File: src/rtl/sram_ctrl_param.sv
// Sequencer for an SRAM macro with in-memory compute: read, write and IMC wordline/precharge/sense timing.
// Every output is registered and follows the state being entered; start is only honoured in IDLE.
module sram_ctrl_param #(
  parameter int ROWS         = 16,
  parameter int COLS         = 16,
  parameter int PRE_CYC      = 1,
  parameter int IMC_EVAL_CYC = 4,
  localparam int AW          = $clog2(ROWS)
) (
  input  logic            clk,
  input  logic            reset,
  input  logic            start,
  input  logic [1:0]      op,
  input  logic [AW-1:0]   addr,
  input  logic [ROWS-1:0] ib_in,
  input  logic [COLS-1:0] col_mask,
  output logic [ROWS-1:0] wwl,
  output logic            we,
  output logic            pre_sram,
  output logic            pre_vlsa,
  output logic            pre_clsa,
  output logic [COLS-1:0] pre_a,
  output logic [COLS-1:0] en,
  output logic [ROWS-1:0] rwl,
  output logic [ROWS-1:0] rwlb,
  output logic            saen,
  output logic            data_ready,
  output logic            done,
  output logic            busy,
  output logic            err,
  output logic [3:0]      state
);

  localparam int CMAX = (PRE_CYC > IMC_EVAL_CYC) ? PRE_CYC : IMC_EVAL_CYC;
  localparam int CW   = $clog2(CMAX + 1);
  localparam logic [CW-1:0] PRE_LAST  = CW'(PRE_CYC - 1);
  localparam logic [CW-1:0] EVAL_LAST = CW'(IMC_EVAL_CYC - 1);

  typedef enum logic [3:0] {
    IDLE     = 4'd0,
    RD_PRE   = 4'd1,  RD_WL    = 4'd2,  RD_SNS  = 4'd3,  RD_REL  = 4'd4,
    WR_PRE   = 4'd5,  WR_DRV   = 4'd6,  WR_WL   = 4'd7,  WR_REL  = 4'd8,
    IMC_PRE  = 4'd9,  IMC_EVAL = 4'd10, IMC_LAT = 4'd11, IMC_SNS = 4'd12,
    IMC_REL  = 4'd13
  } state_t;

  state_t          state_q, state_d;
  logic [CW-1:0]   cnt_q, cnt_d;
  logic [AW-1:0]   addr_q, addr_d;
  logic [ROWS-1:0] ib_q, ib_d;
  logic [COLS-1:0] mask_q, mask_d;

  logic [ROWS-1:0] wwl_q, wwl_d, rwl_q, rwl_d, rwlb_q, rwlb_d;
  logic [COLS-1:0] pre_a_q, pre_a_d, en_q, en_d;
  logic we_q, we_d, pre_sram_q, pre_sram_d, pre_vlsa_q, pre_vlsa_d;
  logic pre_clsa_q, pre_clsa_d, saen_q, saen_d, data_ready_q, data_ready_d;
  logic done_q, done_d, busy_q, busy_d, err_q, err_d;

  always_comb begin
    state_d = state_q;
    cnt_d   = '0;
    addr_d  = addr_q;
    ib_d    = ib_q;
    mask_d  = mask_q;
    err_d   = 1'b0;
    case (state_q)
      IDLE: begin
        if (start) begin
          if (op == 2'b11) begin
            err_d = 1'b1;
          end else begin
            addr_d = addr;
            ib_d   = ib_in;
            mask_d = col_mask;
            case (op)
              2'b00:   state_d = RD_PRE;
              2'b01:   state_d = WR_PRE;
              default: state_d = IMC_PRE;
            endcase
          end
        end
      end
      RD_PRE:   if (cnt_q == PRE_LAST) state_d = RD_WL; else cnt_d = cnt_q + CW'(1);
      RD_WL:    state_d = RD_SNS;
      RD_SNS:   state_d = RD_REL;
      RD_REL:   state_d = IDLE;
      WR_PRE:   if (cnt_q == PRE_LAST) state_d = WR_DRV; else cnt_d = cnt_q + CW'(1);
      WR_DRV:   state_d = WR_WL;
      WR_WL:    state_d = WR_REL;
      WR_REL:   state_d = IDLE;
      IMC_PRE:  state_d = IMC_EVAL;
      IMC_EVAL: if (cnt_q == EVAL_LAST) state_d = IMC_LAT; else cnt_d = cnt_q + CW'(1);
      IMC_LAT:  state_d = IMC_SNS;
      IMC_SNS:  state_d = IMC_REL;
      IMC_REL:  state_d = IDLE;
      default:  state_d = IDLE;
    endcase

    // Outputs are decoded from the state being entered so they line up with it once registered.
    wwl_d        = '0;
    we_d         = 1'b0;
    pre_sram_d   = 1'b1;
    pre_vlsa_d   = 1'b1;
    pre_clsa_d   = 1'b1;
    pre_a_d      = '1;
    en_d         = '0;
    rwl_d        = '0;
    rwlb_d       = '0;
    saen_d       = 1'b0;
    data_ready_d = 1'b0;
    done_d       = 1'b0;
    busy_d       = (state_d != IDLE);
    case (state_d)
      RD_PRE: begin
        pre_sram_d = 1'b0;
        pre_vlsa_d = 1'b0;
      end
      RD_WL:  wwl_d = ROWS'(1) << addr_d;
      RD_SNS: begin
        wwl_d        = ROWS'(1) << addr_d;
        data_ready_d = 1'b1;
      end
      WR_PRE: pre_sram_d = 1'b0;
      WR_DRV: we_d = 1'b1;
      WR_WL: begin
        we_d  = 1'b1;
        wwl_d = ROWS'(1) << addr_d;
      end
      RD_REL, WR_REL, IMC_REL: done_d = 1'b1;
      IMC_EVAL, IMC_LAT, IMC_SNS: begin
        rwl_d      = ib_d;
        rwlb_d     = ~ib_d;
        en_d       = mask_d;
        pre_a_d    = '0;
        pre_clsa_d = (state_d != IMC_EVAL);
        saen_d     = (state_d == IMC_SNS);
      end
      default: ;
    endcase
  end

  always_ff @(posedge clk or negedge reset) begin
    if (!reset) begin
      state_q      <= IDLE;
      cnt_q        <= '0;
      addr_q       <= '0;
      ib_q         <= '0;
      mask_q       <= '0;
      wwl_q        <= '0;
      we_q         <= 1'b0;
      pre_sram_q   <= 1'b1;
      pre_vlsa_q   <= 1'b1;
      pre_clsa_q   <= 1'b1;
      pre_a_q      <= '1;
      en_q         <= '0;
      rwl_q        <= '0;
      rwlb_q       <= '0;
      saen_q       <= 1'b0;
      data_ready_q <= 1'b0;
      done_q       <= 1'b0;
      busy_q       <= 1'b0;
      err_q        <= 1'b0;
    end else begin
      state_q      <= state_d;
      cnt_q        <= cnt_d;
      addr_q       <= addr_d;
      ib_q         <= ib_d;
      mask_q       <= mask_d;
      wwl_q        <= wwl_d;
      we_q         <= we_d;
      pre_sram_q   <= pre_sram_d;
      pre_vlsa_q   <= pre_vlsa_d;
      pre_clsa_q   <= pre_clsa_d;
      pre_a_q      <= pre_a_d;
      en_q         <= en_d;
      rwl_q        <= rwl_d;
      rwlb_q       <= rwlb_d;
      saen_q       <= saen_d;
      data_ready_q <= data_ready_d;
      done_q       <= done_d;
      busy_q       <= busy_d;
      err_q        <= err_d;
    end
  end

  assign wwl        = wwl_q;
  assign we         = we_q;
  assign pre_sram   = pre_sram_q;
  assign pre_vlsa   = pre_vlsa_q;
  assign pre_clsa   = pre_clsa_q;
  assign pre_a      = pre_a_q;
  assign en         = en_q;
  assign rwl        = rwl_q;
  assign rwlb       = rwlb_q;
  assign saen       = saen_q;
  assign data_ready = data_ready_q;
  assign done       = done_q;
  assign busy       = busy_q;
  assign err        = err_q;
  assign state      = state_q;

endmodule

File: config.mk
export PLATFORM = sky130hd
export DESIGN_NAME = sram_ctrl_param
export DESIGN_NICKNAME = d
export VERILOG_FILES = /design/src/rtl/sram_ctrl_param.sv
export SDC_FILE = /design/constraint.sdc
export NUM_CORES = 1
export LEC_CHECK = 0
export CAP_MARGIN = 10
export CORE_ASPECT_RATIO = 0.9
export CORE_MARGIN = 8
export CORE_UTILIZATION = 30
export CTS_BUF_LIST = sky130_fd_sc_hd__clkbuf_2 sky130_fd_sc_hd__clkbuf_4 sky130_fd_sc_hd__clkbuf_8
export DETAILED_ROUTE_END_ITERATION = 12
export HOLD_SLACK_MARGIN = 0.1
export PLACE_DENSITY_LB_ADDON = 0.08
export SKIP_LAST_GASP = 1
export SLEW_MARGIN = 0
export SYNTH_ARGS = -nofsm -noshare
export SYNTH_HDL_FRONTEND = slang
export SYNTH_SLANG_ARGS = --single-unit
File: constraint.sdc
create_clock -name clk -period 1.8 [get_ports clk]
set_clock_uncertainty 0.1 [all_clocks]
set_input_delay 0.36 -clock clk [delete_from_list [all_inputs] [get_ports clk]]
set_output_delay 0.36 -clock clk [all_outputs]
set_load 0.02 [all_outputs]
---- Yosys cells after proc, flatten, opt, wreduce, memory -nomap -nowiden ----
Cells that the tools add are included.
W data, S select, Z words.
word-level totals
  bits in registers ....................... 132
  output and inout port bits .............. 93
  word-level logic and storage cells ...... 92
operators by class
  $add $sub $neg .......................... 1
  eq/ne operators ......................... 26
  shift operators ......................... 1
  multiplexer cells ....................... 34
  bitwise operators ....................... 1
  reductions and logical operators ........ 10
operators by type and width
  cell                    count
  $mux W16                11
  $pmux W4 S11            1
  $eq A4 B4 Y1 const B    9
  $mux W4                 8
  $eq A4 B3 Y1 const B    7
  $eq A4 B2 Y1 const B    4
  $not A16 Y16            1
  $shl A1 B4 Y16 const A  1
  $mux W1                 10
  $reduce_or A3 Y1        3
  $eq A4 B1 Y1 const B    2
  $pmux W4 S2             1
  $mux W3                 2
  $pmux W3 S2             1
  $reduce_or A2 Y1        3
  $logic_not A4 Y1        1
  $ne A4 B4 Y1 const B    1
  $reduce_bool A4 Y1      1
  $add A3 B1 Y3 const B   1
  $eq A3 B2 Y1 const B    1
  $logic_not A3 Y1        1
  $eq A2 B1 Y1 const B    1
  $eq A2 B2 Y1 const B    1
  $logic_not A2 Y1        1

---- Longest topological paths before layout ----
  depth in word-level cells ............... 8
  mapped depth ............................ 7
  gate-level depth less buffers ........... 6

---- Least setup slack after synthesis ----
No wires, ideal clock.
  kind .................................... reg-to-reg
  start point ............................. register state_q[0] (netlist: state[0])
  end point ............................... register wwl_q[10] (netlist: wwl[10])
  setup time .............................. 0.132 ns
  arrival ................................. 1.728 ns
  required time ........................... 1.568 ns
  path slack .............................. -0.160 ns
  stages on the path, launching flop included .. 6
  path buffers ............................ 1
  clock period less this slack ............ 1.960 ns
  path through ............................ dfrtp_1 -> buf_2 -> or4_4 -> o211a_1 -> a31oi_4 -> nor3_1
between the ends
  word-level cells in the longest chain between the ends .. 6
RTL lines
  what                                          line  source
  start, declared                               47    state_t state_q, state_d;
  start signal, assigned                        164   state_q <= state_d;
  $mux W4                                       69    if (op == 2'b11) begin
  $mux W4                                       68    if (start) begin
  $pmux W4 S11                                  66    case (state_q)
  $eq A4 B2 Y1 or $eq A4 B3 Y1 (tied branches)  113   case (state_d)
  $reduce_or A3 Y1 (no source line)             --
  $mux W16 *                                    --
  via wwl_d[10]                                 53    logic [ROWS-1:0] wwl_q, wwl_d, rwl_q, rwl_d, rwlb_q, rwlb_d;
  end signal, assigned                          169   wwl_q <= wwl_d;
  end, declared                                 53
The timed path passes the listed nets; every way through them passes the cells marked *.

---- Worst setup path in the final report ----
  start point ............................. register state_q[3] (netlist: state[3])
  end point ............................... register wwl_q[9] (netlist: wwl[9])
Same word-level chain as after synthesis.

==> reports/qor.yml <==
status:
  status: "finished with violations"
  failed_checks: "setup timing"
routing:
  vias: 3085
  wl_um: 11100
  wl_per_cell_um: 15.3
  antenna_left: 0
  firstDrtPassIters: 4
  drt_drc_violations_left: 0
  drt_iter0_markers: 102
  avgViaCountPerCell: 4.24
clocking:
  clk_pin_slew_ns: 0.08
  cts_tree: "built"
  insertion_delay_ns: 0.42
  cts_made_buffers: 17
  h-tree-depth: 4
  clock_path_buffers: 2
  cts.sinks: 117
  cts.root.buffer_cell: "clkbuf_8"
yosys:
  synth_cell_types: 47
  synth_top_area_cell: "dfrtp_1"
  syn_area_per_cell_um2: 13.2
  syn_nets: 395
  netlist_area_mm2: 0.00462
  synth_ff_type: "dfrtp_1"
  synth_top_area_share_pct: 61.1
  synthTopCellsByArea: "dfrtp_1, mux2_2, nor2b_1, mux2_4, buf_4"
  synth-edff-count: 0
  ys_async_sr_fraction_pct: 100
  synth_common_cells: "dfrtp_1, nor2b_1, nor2_1"
  yosysSeqAreaShare_pct: 63.4
  yosysMostFrequentCell: "dfrtp_1"
  synth_cells: 350
  yosysWarnings: 0
  synth-seq-cells: 117
setup_path:
  arrival_ns: 2.06
  cp.required_ns: 2.01
  cp-start-kind: "flop"
  r2r_slack_ns: -0.05
  critPathMaxFanout: 5
  endpoint_kind: "flop"
  critPathKind: "flop to flop"
die:
  chipWidth_um: 147
  fp-row-count: 43
  boundaryPins: 134
  dieArea_mm2: 0.0196
  core-area_mm2: 0.0152
  die_y_um: 134
  initial_utilization_pct: 30.4
sta:
  setup_tns_ns: -0.314
  min_period_ns: 1.85
  setup_ws_ns: -0.0479
  worst_pin_slew_ns: 0.318
  setup_viol: 21
  fmax_ghz: 0.541
  relSlewSlack_pct: 78.6
  fin_crit_sh_pct: 103
  drv_slew: 0
  hold_viol_final: 0
  rsz0062_at_grt: "yes"
place:
  dp.cells: 687
  dpl_cell_area_mm2: 0.00633
  gp_congestion: 0.770
  port_buffers: 133
  post-dp-hpwl_um: 7810
global_route:
  grt_max_degree: 50
  grt_pass1_wl_um: 18400
  grt_overflow_total: 0
  track_usage_pct: 11.9
  antenna_found_initial: 0
  grt_pass1_vias: 3381
final_layout:
  multi_input_area_mm2: 0.00150
  drive_above_1_share_pct: 29.2
  syn2layout_area_growth_pct: 44.9
  fin_cells: 727
  ff_latch_area_mm2: 0.00294
  finalInstanceArea_mm2: 0.00670
  num-nets-final: 556
  fill_cells: 1448
  fin_util_pct: 44.0
pwr:
  power_leakage_uw: 0.00336
  ir_drop_mv: 0.738
  p_per_area_mw_per_mm2: 1540
run:
  drv_cap: 0
min_path:
  hold_class: "input port to async pin"
[final timing paths]
check	start	to	cells past startpoint
setup / recovery	state[3]$_DFF_PN0_	wwl[9]$_DFF_PN0_	4
hold / removal	reset	en[15]$_DFF_PN0_	2
setup reg to reg	state[3]$_DFF_PN0_	wwl[9]$_DFF_PN0_	4
hold reg to reg	mask_q[11]$_DFF_PN0_	mask_q[11]$_DFF_PN0_	1
max in group asynchronous	reset	ib_q[2]$_DFF_PN0_	3
min in group clk	mask_q[11]$_DFF_PN0_	mask_q[11]$_DFF_PN0_	1
[final cells by class]
cell class,instances,area share [%]
clock inverters,15,2.88
repair buffers,172,23.0
inverters,10,0.560
diodes,1,0.0374
clock buffers,17,3.49
flip-flops and latches,117,43.8
multi-input cells,193,22.5
well taps,202,3.77
[cell usage in the layout (no fill, tap or decap), types with 6 or more instances in the layout]
| cell | instances |
|---|---|
| a21oi_1 | 6 |
| buf_2 | 10 |
| buf_4 | 38 |
| clkbuf_8 | 17 |
| clkdlybuf4s50_1 | 39 |
| dfrtp_1 | 110 |
| dlygate4sd2_1 | 71 |
| inv_1 | 10 |
| mux2_2 | 24 |
| mux2_4 | 11 |
| nand2_1 | 10 |
| nor2_1 | 29 |
| nor2b_1 | 38 |
| nor3_1 | 8 |
| o21ai_0 | 8 |
[flip-flops by register name, indices dropped and copies added, names as in the netlist, 3 cells and up]
register	cells
cnt_q	3
addr_q	4
rwl	16
rwlb	16
wwl	16
en	16
ib_q	16
state	4
mask_q	16
[cell families after synthesis]
logic type,after synthesis,share of synthesized area [%]
AO/OA/AOI/OAI,32,4.90
XOR/XNOR,2,0.379
adder cells (fa/ha/maj),4,1.08
buffers and inverters,40,5.06
flip-flops,117,63.4
multiplexers,39,10.3
AND/OR/NAND/NOR,116,14.9
[what timing repair did]
action,4_1_cts,5_1_grt
pin swaps,4,2
hold buffers,1,0
hold endpoints to repair,114,0
gates resized for setup,153,22
endpoints found under the setup margin,143,77
buffers inserted,5,1
[power by group]
part	total [uW]	internal, uW	switching (uW)
Sequential	3680	3400	284
Clock	2570	1410	1170
Combinational	4030	1890	2140
Total	10300	6690	3590
[per-layer routing]
metal,track usage (%),vias to the layer above,routed length (um)
met4,3.77,0,85
met2,18.4,98,5110
met5,0,-,0
met1,14.2,1502,4990
li1,-,1476,-
met3,5.86,9,906
[worst max-delay path: stages, from the launching register on]
cell	delay, ns
dfrtp_2	0.44
or4_4	0.61
o211a_1	0.27
a31oi_4	0.24
nor3_1	0.07
[per-stage QoR]
stage          hold slack [ns]  worst slack, ns  total power, uW
4_1_cts                  0.228           -0.115            10400
6_report                 0.251          -0.0479            10300
5_1_grt                  0.251           -0.113            11000
3_3_place_gp             0.150           -0.218             7930
2_1_floorplan          -0.0356          -0.0537             6240
3_5_place_dp             0.153           -0.247             7990
Note: power is estimated with default switching activity, not from simulation.
